===== src/rtl/muldiv_unit.sv =====
// Iterative RV32M multiply/divide unit: shift-add multiply, restoring divide, one op in flight.
// Optional MULDIV_EARLY_OUT_EN: multiplies finish once the remaining multiplier bits are zero.
//
// state | meaning
// IDLE  | ready for a request; fast-path results are registered here
// CALC  | one shift-add or restoring-divide iteration per clock
// DONE  | result presented, held until out_ready
module muldiv_unit #(
  parameter int XLEN   = 32,
  parameter int REG_AW = 5
) (
  input  logic              clk,
  input  logic              rst_n,
  input  logic              in_valid,
  output logic              in_ready,
  input  logic [2:0]        in_funct3,
  input  logic [XLEN-1:0]   in_rs1,
  input  logic [XLEN-1:0]   in_rs2,
  input  logic [REG_AW-1:0] in_rd,
  output logic              out_valid,
  input  logic              out_ready,
  output logic              out_we,
  output logic [REG_AW-1:0] out_rd,
  output logic [XLEN-1:0]   out_data
);

  localparam int CW = $clog2(XLEN);
  localparam logic [2:0] F_MUL    = 3'b000;
  localparam logic [2:0] F_MULH   = 3'b001;
  localparam logic [2:0] F_MULHSU = 3'b010;
  localparam logic [2:0] F_DIV    = 3'b100;
  localparam logic [2:0] F_REM    = 3'b110;
  localparam logic [XLEN-1:0] ONES    = {XLEN{1'b1}};
  localparam logic [XLEN-1:0] INT_MIN = {1'b1, {(XLEN-1){1'b0}}};

  typedef enum logic [1:0] {IDLE, CALC, DONE} state_t;

  state_t              state_q, state_d;
  logic [2:0]          op_q, op_d;
  logic [REG_AW-1:0]   rd_q, rd_d;
  logic [2*XLEN-1:0]   acc_q, acc_d;   // product accumulator / partial remainder
  logic [2*XLEN-1:0]   opa_q, opa_d;   // shifted multiplicand / dividend-quotient
  logic [XLEN-1:0]     opb_q, opb_d;   // multiplier magnitude / divisor magnitude
  logic [XLEN-1:0]     res_q, res_d;
  logic [CW-1:0]       cnt_q, cnt_d;
  logic                negq_q, negq_d;
  logic                negr_q, negr_d;

  logic                s1, s2, is_mul, last;
  logic                rs2_zero, div_ovf, fast;
  logic [XLEN-1:0]     mag1, mag2, fast_res;
  logic [XLEN:0]       shifted;
  logic [XLEN+1:0]     diff;
  logic [2*XLEN-1:0]   prod;
  logic [XLEN-1:0]     quo, rem;

  always_ff @(posedge clk) begin
    if (!rst_n) begin
      state_q <= IDLE;
      op_q    <= '0;
      rd_q    <= '0;
      acc_q   <= '0;
      opa_q   <= '0;
      opb_q   <= '0;
      res_q   <= '0;
      cnt_q   <= '0;
      negq_q  <= 1'b0;
      negr_q  <= 1'b0;
    end else begin
      state_q <= state_d;
      op_q    <= op_d;
      rd_q    <= rd_d;
      acc_q   <= acc_d;
      opa_q   <= opa_d;
      opb_q   <= opb_d;
      res_q   <= res_d;
      cnt_q   <= cnt_d;
      negq_q  <= negq_d;
      negr_q  <= negr_d;
    end
  end

  always_comb begin
    state_d  = state_q;
    op_d     = op_q;
    rd_d     = rd_q;
    acc_d    = acc_q;
    opa_d    = opa_q;
    opb_d    = opb_q;
    res_d    = res_q;
    cnt_d    = cnt_q;
    negq_d   = negq_q;
    negr_d   = negr_q;
    last     = 1'b0;
    shifted  = '0;
    diff     = '0;
    prod     = '0;
    quo      = '0;
    rem      = '0;
    is_mul   = !op_q[2];

    s1 = in_rs1[XLEN-1] & ((in_funct3 == F_MULH) | (in_funct3 == F_MULHSU) |
                           (in_funct3 == F_DIV)  | (in_funct3 == F_REM));
    s2 = in_rs2[XLEN-1] & ((in_funct3 == F_MULH) | (in_funct3 == F_DIV) |
                           (in_funct3 == F_REM));
    mag1 = s1 ? -in_rs1 : in_rs1;
    mag2 = s2 ? -in_rs2 : in_rs2;

    rs2_zero = (in_rs2 == '0);
    div_ovf  = !in_funct3[0] && (in_rs1 == INT_MIN) && (in_rs2 == ONES);
    fast     = in_funct3[2] && (rs2_zero || div_ovf);
    if (rs2_zero)
      fast_res = in_funct3[1] ? in_rs1 : ONES;
    else
      fast_res = in_funct3[1] ? '0 : INT_MIN;

    case (state_q)
      IDLE: begin
        if (in_valid) begin
          op_d   = in_funct3;
          rd_d   = in_rd;
          cnt_d  = '0;
          acc_d  = '0;
          opa_d  = {{XLEN{1'b0}}, mag1};
          opb_d  = mag2;
          negq_d = s1 ^ s2;
          negr_d = s1;
          if (fast) begin
            res_d   = fast_res;
            state_d = DONE;
          end else begin
            state_d = CALC;
          end
        end
      end
      CALC: begin
        cnt_d = cnt_q + 1'b1;
        if (is_mul) begin
          acc_d = acc_q + (opb_q[0] ? opa_q : '0);
          opa_d = opa_q << 1;
          opb_d = opb_q >> 1;
        end else begin
          // Restoring step: keep the trial difference only when it did not go negative.
          shifted = {acc_q[XLEN-1:0], opa_q[XLEN-1]};
          diff    = {1'b0, shifted} - {2'b00, opb_q};
          acc_d   = diff[XLEN+1] ? {{(XLEN-1){1'b0}}, shifted}
                                 : {{(XLEN-1){1'b0}}, diff[XLEN:0]};
          opa_d   = {{XLEN{1'b0}}, opa_q[XLEN-2:0], ~diff[XLEN+1]};
        end
`ifdef MULDIV_EARLY_OUT_EN
        last = (cnt_q == CW'(XLEN-1)) || (is_mul && (opb_d == '0));
`else
        last = (cnt_q == CW'(XLEN-1));
`endif
        if (last) begin
          prod = negq_q ? -acc_d : acc_d;
          quo  = negq_q ? -opa_d[XLEN-1:0] : opa_d[XLEN-1:0];
          rem  = negr_q ? -acc_d[XLEN-1:0] : acc_d[XLEN-1:0];
          if (is_mul)
            res_d = (op_q == F_MUL) ? prod[XLEN-1:0] : prod[2*XLEN-1:XLEN];
          else
            res_d = op_q[1] ? rem : quo;
          state_d = DONE;
        end
      end
      DONE: begin
        if (out_ready)
          state_d = IDLE;
      end
      default: state_d = IDLE;
    endcase
  end

  assign in_ready  = (state_q == IDLE);
  assign out_valid = (state_q == DONE);
  assign out_rd    = rd_q;
  assign out_data  = res_q;
  assign out_we    = out_valid && (rd_q != '0);

endmodule


===== config.mk =====
export PLATFORM = sky130hd
export DESIGN_NAME = muldiv_unit
export DESIGN_NICKNAME = d
export VERILOG_FILES = /design/src/rtl/muldiv_unit.sv
export SDC_FILE = /design/constraint.sdc
export NUM_CORES = 1
export LEC_CHECK = 0
export ABC_AREA = 1
export CAP_MARGIN = 20
export CORE_MARGIN = 1.5
export CORE_UTILIZATION = 40
export DETAILED_ROUTE_END_ITERATION = 6
export MAX_ROUTING_LAYER = met4
export PLACE_DENSITY = 0.66
export RECOVER_POWER = 50
export SLEW_MARGIN = 25
export SYNTH_ARGS = -nofsm -noshare
export SYNTH_HDL_FRONTEND = slang
export SYNTH_SLANG_ARGS = --single-unit

===== constraint.sdc =====
create_clock -name clk -period 3.4 [get_ports clk]
set_input_delay 0.68 -clock clk [delete_from_list [all_inputs] [get_ports clk]]
set_output_delay 0.68 -clock clk [all_outputs]
set_load 0.01 [all_outputs]

==> impl_metrics.py, run 1 <==
metrics = {
    "outcome": {
        "status": "complete, but fails checks",
        "violations": "max-capacitance violations, max-slew violations, negative setup slack",
    },
    "synth": {
        "synth_top_flop_cell": "dfxtp_1",
        "synthSimpleGateAreaFrac_pct": 46.2,
        "yosys_warnings": 0,
        "netlist.area_leader.share_pct": 24.8,
        "syn_avg_cell_area_um2": 5.31,
        "yosys.area.top_type": "nand2_1",
        "synth-edff-count": 0,
        "synth_most_common_cell": "nand2_1",
        "synth_fa_ha_area_share_pct": 5.26,
        "yosysSeqAreaShare_pct": 16.6,
        "ys_ff_latch": 209,
        "netlist_instances": 4761,
        "ys_async_sr_fraction_pct": 0,
        "synth.mux.area_fraction_pct": 0,
        "synthTopCellsByArea": "nand2_1 (25%), dfxtp_1 (17%), inv_1 (11%)",
        "synth_common_cells": "nand2_1 (1668), inv_1 (745), nor2_1 (400)",
        "netlist_area_um2": 25300,
        "synthesis.nets": 4942,
        "synth_compound_area_share_pct": 15.2,
        "ys_types": 55,
        "synth_top_family_by_area": "simple AND/OR/NAND/NOR gates",
        "synth_xor_area_share_pct": 2.56,
    },
    "layout": {
        "n_antenna_cell": 0,
        "final_cell_area_um2": 41900,
        "finish.net_count": 6014,
        "final_util_pct": 67.6,
        "syn_to_final_growth_pct": 65.9,
        "drive_gt1_share_pct": 40.1,
    },
    "sta": {
        "min_period_ns": 3.88,
        "finalSetupViolations": 32,
        "relSlewSlack_pct": -14.9,
        "max_freq_mhz": 258,
        "fin_crit_sh_pct": 114,
        "holdWs_ns": 0.461,
        "maxSlewViolCount": 126,
        "setup_slack_ns": -0.478,
        "fin_skew_ns": 0.0463,
        "worst_slew_pin_slew_ns": 1.72,
        "hold_viol_final": 0,
        "rsz0062_at_grt": "true",
    },
    "floorplanning": {
        "die_area_um2": 64700,
        "die_w_um": 254,
        "rows": 91,
        "coreArea_um2": 62100,
        "io_pins": 116,
        "start_util_pct": 40.7,
        "die_h_um": 254,
    },
    "power": {
        "switching_share_pct": 50.5,
        "power_leakage_nw": 21.6,
        "p_switching_mw": 12.7,
        "power_frac_seq_pct": 13.7,
        "peakVddDrop_uv": 733,
        "internal-power_mw": 12.4,
        "power_frac_comb_pct": 73.4,
        "powerDensity_nw_per_um2": 599,
        "total_power_mw": 25.1,
        "clkPwrFrac_pct": 12.9,
    },
    "placed_design": {
        "placed_cell_area_um2": 34300,
        "dpl.hpwl_mm": 102,
        "place_congestion": 1.05,
        "io_buffer_count": 115,
        "pre_cts_slack_ns": -0.894,
    },
    "detailed_routing": {
        "vias": 36103,
        "drt_iter0_markers": 4257,
        "via_per_inst": 5.40,
        "drt.antenna.violating_nets": 0,
        "drc": 0,
        "post_drt_wl_per_cell_um": 20.1,
        "drt-total-wl_mm": 134,
        "drt-pass1-iter-count": 6,
    },
    "flow_run": {
        "maxCapViolCount": 1,
    },
    "worst_setup_path": {
        "path_common_cell": "nand2_1",
        "crit_path_top_delay_cell": "dfxtp_4",
        "critPathRequiredTime_ns": 3.96,
        "setup.worst_path.end_class": "flop",
        "crit_type": "flop to flop",
        "crit_arrival_ns": 4.44,
        "max_stage_delay_ns": 0.40,
        "start_kind": "flop",
        "path_max_fanout": 8,
        "r2r_slack_ns": -0.48,
    },
    "clock_network": {
        "path_clk_slew_ns": 0.05,
        "clock_path_buffers": 3,
        "clk_latency_ns": 0.63,
        "clkSinkCount": 209,
        "cts_tree": "yes",
        "cts-root-buf": "clkbuf_16",
        "cts.htree.levels": 1,
        "cts_buffers": 30,
    },
    "worst_hold_path": {
        "hold_class": "flop to flop",
    },
    "grt": {
        "grt_util_met2_pct": 59.3,
        "met1_usage_pct": 53.9,
        "grt_max_degree": 162,
        "grt.total_usage_pct": 40.5,
        "grt_util_met3_pct": 6.94,
        "grt_pass1_vias": 32839,
        "grt_pass1_wl_mm": 193,
        "grt_antenna_before_repair": 0,
        "grt_overflow": 0,
        "busiest_layer": "met2",
    },
}
## worst max-delay path: cells and delay by family (launching register included)
kind,cells,cell delay [ns]
AND/OR/NAND/NOR,20,1.90
adder cells (fa/ha/maj),1,0.29
flip-flops,1,0.40
buffers and inverters,8,1.01
AO/OA/AOI/OAI,1,0.17
## layout make-up
class | count | area (µm²)
Clock buffer | 42 | 856
Clock inverter | 11 | 145
Fill cell | 5548 | 20100
Inverter | 764 | 2910
Multi-Input combinational cell | 3626 | 22800
Sequential cell | 209 | 4250
Tap cell | 837 | 1050
Timing Repair Buffer | 1202 | 9910
## path summary, 6_finish.rpt
path	endpoint	start	cells after the start
worst max-delay path	out_data[31]$_SDFFE_PN0P_	opb_q[0]$_SDFFE_PN0P_	30
worst min-delay path	opa_q[62]$_SDFFE_PN0P_	opa_q[61]$_SDFFE_PN0P_	2
worst max register to register	out_data[31]$_SDFFE_PN0P_	opb_q[0]$_SDFFE_PN0P_	30
worst min register to register	opa_q[62]$_SDFFE_PN0P_	opa_q[61]$_SDFFE_PN0P_	2
## per-layer routing
layer  vias to the layer above  part of all wire, %
met5                         -                    0
met2                      1719                   42
met3                       415                   10
met4                         0                  5.8
li1                      17210                    -
met1                     16759                   42
## stage by stage
| stage | TNS, ns | std cells |
|---|---|---|
| final | -11.66 | 6691 |
| after global routing | -17.48 | 6691 |
| after CTS | -8.76 | 6620 |
| after detailed placement | -29.48 | 6488 |
| after global placement | -27.17 | 6488 |
| after floorplan | -0.0700 | 4761 |
## sequential cells by signal, indices dropped and copies added (netlist names)
signal and cells:
acc_q 64, out_rd 5, opb_q 32, negq_q 1
negr_q 1, op_q 3, out_data 32, state_q 2
opa_q 64, cnt_q 5
## power by group through the flow
stage	clock (mW)	combinational (mW)	sequential (mW)
6_report	3.24	18.4	3.43
5_1_grt	3.36	19.5	3.44
4_1_cts	3.27	16.8	3.37
3_5_place_dp	0	15.0	3.38
3_3_place_gp	0	14.9	3.38
2_1_floorplan	0	7.92	3.26
## timing repair
| action | CTS | global route |
|---|---|---|
| endpoints found under the setup margin | 35 | 53 |
| hold buffers | 0 | 0 |
| cloned | 5 | 2 |
| hold endpoints to repair | 0 | 0 |
| gates resized for setup | 659 | 754 |
| pin swaps | 192 | 301 |
| buffers inserted | 74 | 72 |
## cells in the final DEF, fill, tap and decap left out, types with 61 or more instances in the layout
cell and count:
buf_4 992, nor2_1 246, ha_4 80, nor2_2 81, inv_1 627, a21oi_1 294, nand4_1 61, nand3_2 105
buf_6 62, o21ai_0 163, nand2_2 330, inv_2 121, nand3_1 248, nand2_1 1278, nor2_4 123, a21oi_2 66
dfxtp_1 172, nand2_4 104, clkdlybuf4s50_1 78
## kinds of logic (layout without fill, tap and decap cells)
| group | Yosys count | after routing |
|---|---|---|
| flip-flops | 209 | 209 |
| AO/OA/AOI/OAI | 704 | 704 |
| XOR/XNOR | 74 | 74 |
| adder cells (fa/ha/maj) | 105 | 105 |
| buffers and inverters | 926 | 2019 |
| AND/OR/NAND/NOR | 2743 | 2743 |
No activity file was read; power rests on OpenSTA's default activity.
==> run 2: changes to the inputs <==
--- a/config.mk
+++ b/config.mk
@@ -6,9 +6,9 @@
 export NUM_CORES = 1
 export LEC_CHECK = 0
 export ABC_AREA = 1
-export CAP_MARGIN = 20
 export CORE_MARGIN = 1.5
 export CORE_UTILIZATION = 40
+export CTS_CLUSTER_DIAMETER = 40
 export DETAILED_ROUTE_END_ITERATION = 6
 export MAX_ROUTING_LAYER = met4
 export PLACE_DENSITY = 0.66
==> impl_metrics.py, run 2 (synthesized netlist as in run 1, its figures left out) <==
metrics = {
    "layout": {
        "final_cell_area_um2": 41700,
        "finish.net_count": 6009,
        "layout_commonest_cell": "nand2_1",
        "instances_no_fill": 6702,
        "syn_to_final_growth_pct": 65.2,
        "layout_common_cells": "nand2_1 (1315), buf_4 (991), inv_1 (637)",
        "drive_gt1_share_pct": 38.4,
        "final_util_pct": 67.3,
        "reg_top3": "acc_q x64, opa_q x64",
    },
    "grt": {
        "grt.total_usage_pct": 40.0,
        "grt_pass1_vias": 32196,
        "grt_pass1_wl_mm": 190,
        "grt_overflow": 0,
        "grt_max_degree": 162,
        "grt_antenna_before_repair": 1,
    },
    "floorplanning": {
        "die_h_um": 254,
        "start_util_pct": 40.7,
        "rows": 91,
        "die_area_um2": 64700,
        "coreArea_um2": 62100,
        "io_pins": 116,
        "die_w_um": 254,
    },
    "placed_design": {
        "place_congestion": 1.05,
        "dp.cells": 6488,
        "dpl.hpwl_mm": 102,
        "io_buffer_count": 115,
        "placed_cell_area_um2": 34300,
    },
    "power": {
        "powerDensity_nw_per_um2": 626,
        "power_leakage_nw": 21.7,
        "peakVddDrop_uv": 838,
    },
    "worst_setup_path": {
        "crit_arrival_ns": 4.43,
        "crit_type": "flop to flop",
        "path_max_fanout": 8,
        "path_common_cell": "nand2_1",
        "start_kind": "flop",
        "max_stage_delay_ns": 0.41,
        "setup.worst_path.end_class": "flop",
        "crit_path_top_delay_cell": "dfxtp_4",
        "ff2ff_path_depth": 29,
        "critPathRequiredTime_ns": 3.90,
    },
    "clock_network": {
        "clk_latency_ns": 0.63,
        "cts_buffers": 50,
        "clock_path_buffers": 3,
        "cts_tree": "yes",
        "cts-root-buf": "clkbuf_16",
        "clkSinkCount": 209,
        "cts.htree.levels": 2,
        "path_clk_slew_ns": 0.06,
    },
    "detailed_routing": {
        "drt-pass1-iter-count": 6,
        "post_drt_wl_per_cell_um": 20.0,
        "vias": 35977,
        "drt.antenna.violating_nets": 0,
        "via_per_inst": 5.37,
        "drt-total-wl_mm": 134,
        "drt_iter0_markers": 3784,
        "drc": 0,
    },
    "sta": {
        "maxSlewViolCount": 126,
        "min_period_ns": 3.94,
        "fin_crit_sh_pct": 116,
        "holdWs_ns": 0.465,
        "setup_slack_ns": -0.536,
        "max_freq_mhz": 254,
        "finalSetupViolations": 32,
        "rsz0062_at_grt": "true",
        "relSlewSlack_pct": -15.8,
        "hold_viol_final": 0,
        "fin_skew_ns": 0.0450,
        "worst_slew_pin_slew_ns": 1.74,
    },
    "flow_run": {
        "maxCapViolCount": 1,
    },
    "outcome": {
        "violations": "max-capacitance violations, max-slew violations, negative setup slack",
        "status": "complete, but fails checks",
    },
    "worst_hold_path": {
        "whs_path_depth": 2,
        "hold_class": "flop to flop",
    },
}
-- run 2: path summary, 6_finish.rpt --
path                                              from                        end  slack [ns]
worst max-delay path             opb_q[0]$_SDFFE_PN0P_  out_data[28]$_SDFFE_PN0P_       -0.54
worst min-delay path            opb_q[21]$_SDFFE_PN0P_     opb_q[21]$_SDFFE_PN0P_        0.47
worst max register to register   opb_q[0]$_SDFFE_PN0P_  out_data[28]$_SDFFE_PN0P_       -0.54
worst min register to register  opb_q[21]$_SDFFE_PN0P_     opb_q[21]$_SDFFE_PN0P_        0.47
-- run 2: layout make-up --
class | instances | area, µm²
Multi-Input combinational cell | 3626 | 22300
Fill cell | 5597 | 20300
Timing Repair Buffer | 1177 | 9590
Sequential cell | 209 | 4240
Inverter | 764 | 2910
Clock buffer | 58 | 1320
Tap cell | 837 | 1050
Clock inverter | 30 | 317
Antenna cell | 1 | 2.50
-- run 2: what timing repair did --
item / CTS / global route
gates cloned: 3 / 3
pin swaps: 45 / 274
endpoints found under the setup margin: 35 / 58
hold endpoints to repair: 0 / 0
buffers inserted: 31 / 92
hold buffers: 0 / 0
resized for setup: 311 / 947
-- run 2: worst max-delay path, delay by kind of cell, from the launching register on --
kind	cells	cell delay [ns]
AND/OR/NAND/NOR	17	1.70
buffers and inverters	8	1.02
adder cells (fa/ha/maj)	1	0.32
flip-flops	1	0.41
AO/OA/AOI/OAI	3	0.33
-- run 2: power breakdown --
| group | total, mW | switching (mW) | internal, mW |
|---|---|---|---|
| registers | 3.42 | 0.525 | 2.90 |
| clock network | 4.75 | 1.83 | 2.92 |
| logic | 17.9 | 10.6 | 7.39 |
| total | 26.1 | 12.9 | 13.2 |
-- run 2: per-stage QoR --
stage | setup TNS (ns) | setup slack [ns] | power, mW
floorplan | -0.0700 | -0.0700 | 11.2
detailed placement | -29.48 | -0.894 | 18.3
global placement | -27.17 | -0.888 | 18.3
global route | -17.32 | -0.733 | 27.4
finish | -13.17 | -0.536 | 26.1
CTS | -12.03 | -0.465 | 24.1
-- run 2: metal layers --
metal  GRT usage, %  vias up  wire length, µm
li1               -    17210                -
met1           53.2    16615            55700
met2           58.6     1706            56100
met3           7.05      446            14000
met4           18.1        0             8460
met5              -        -                0
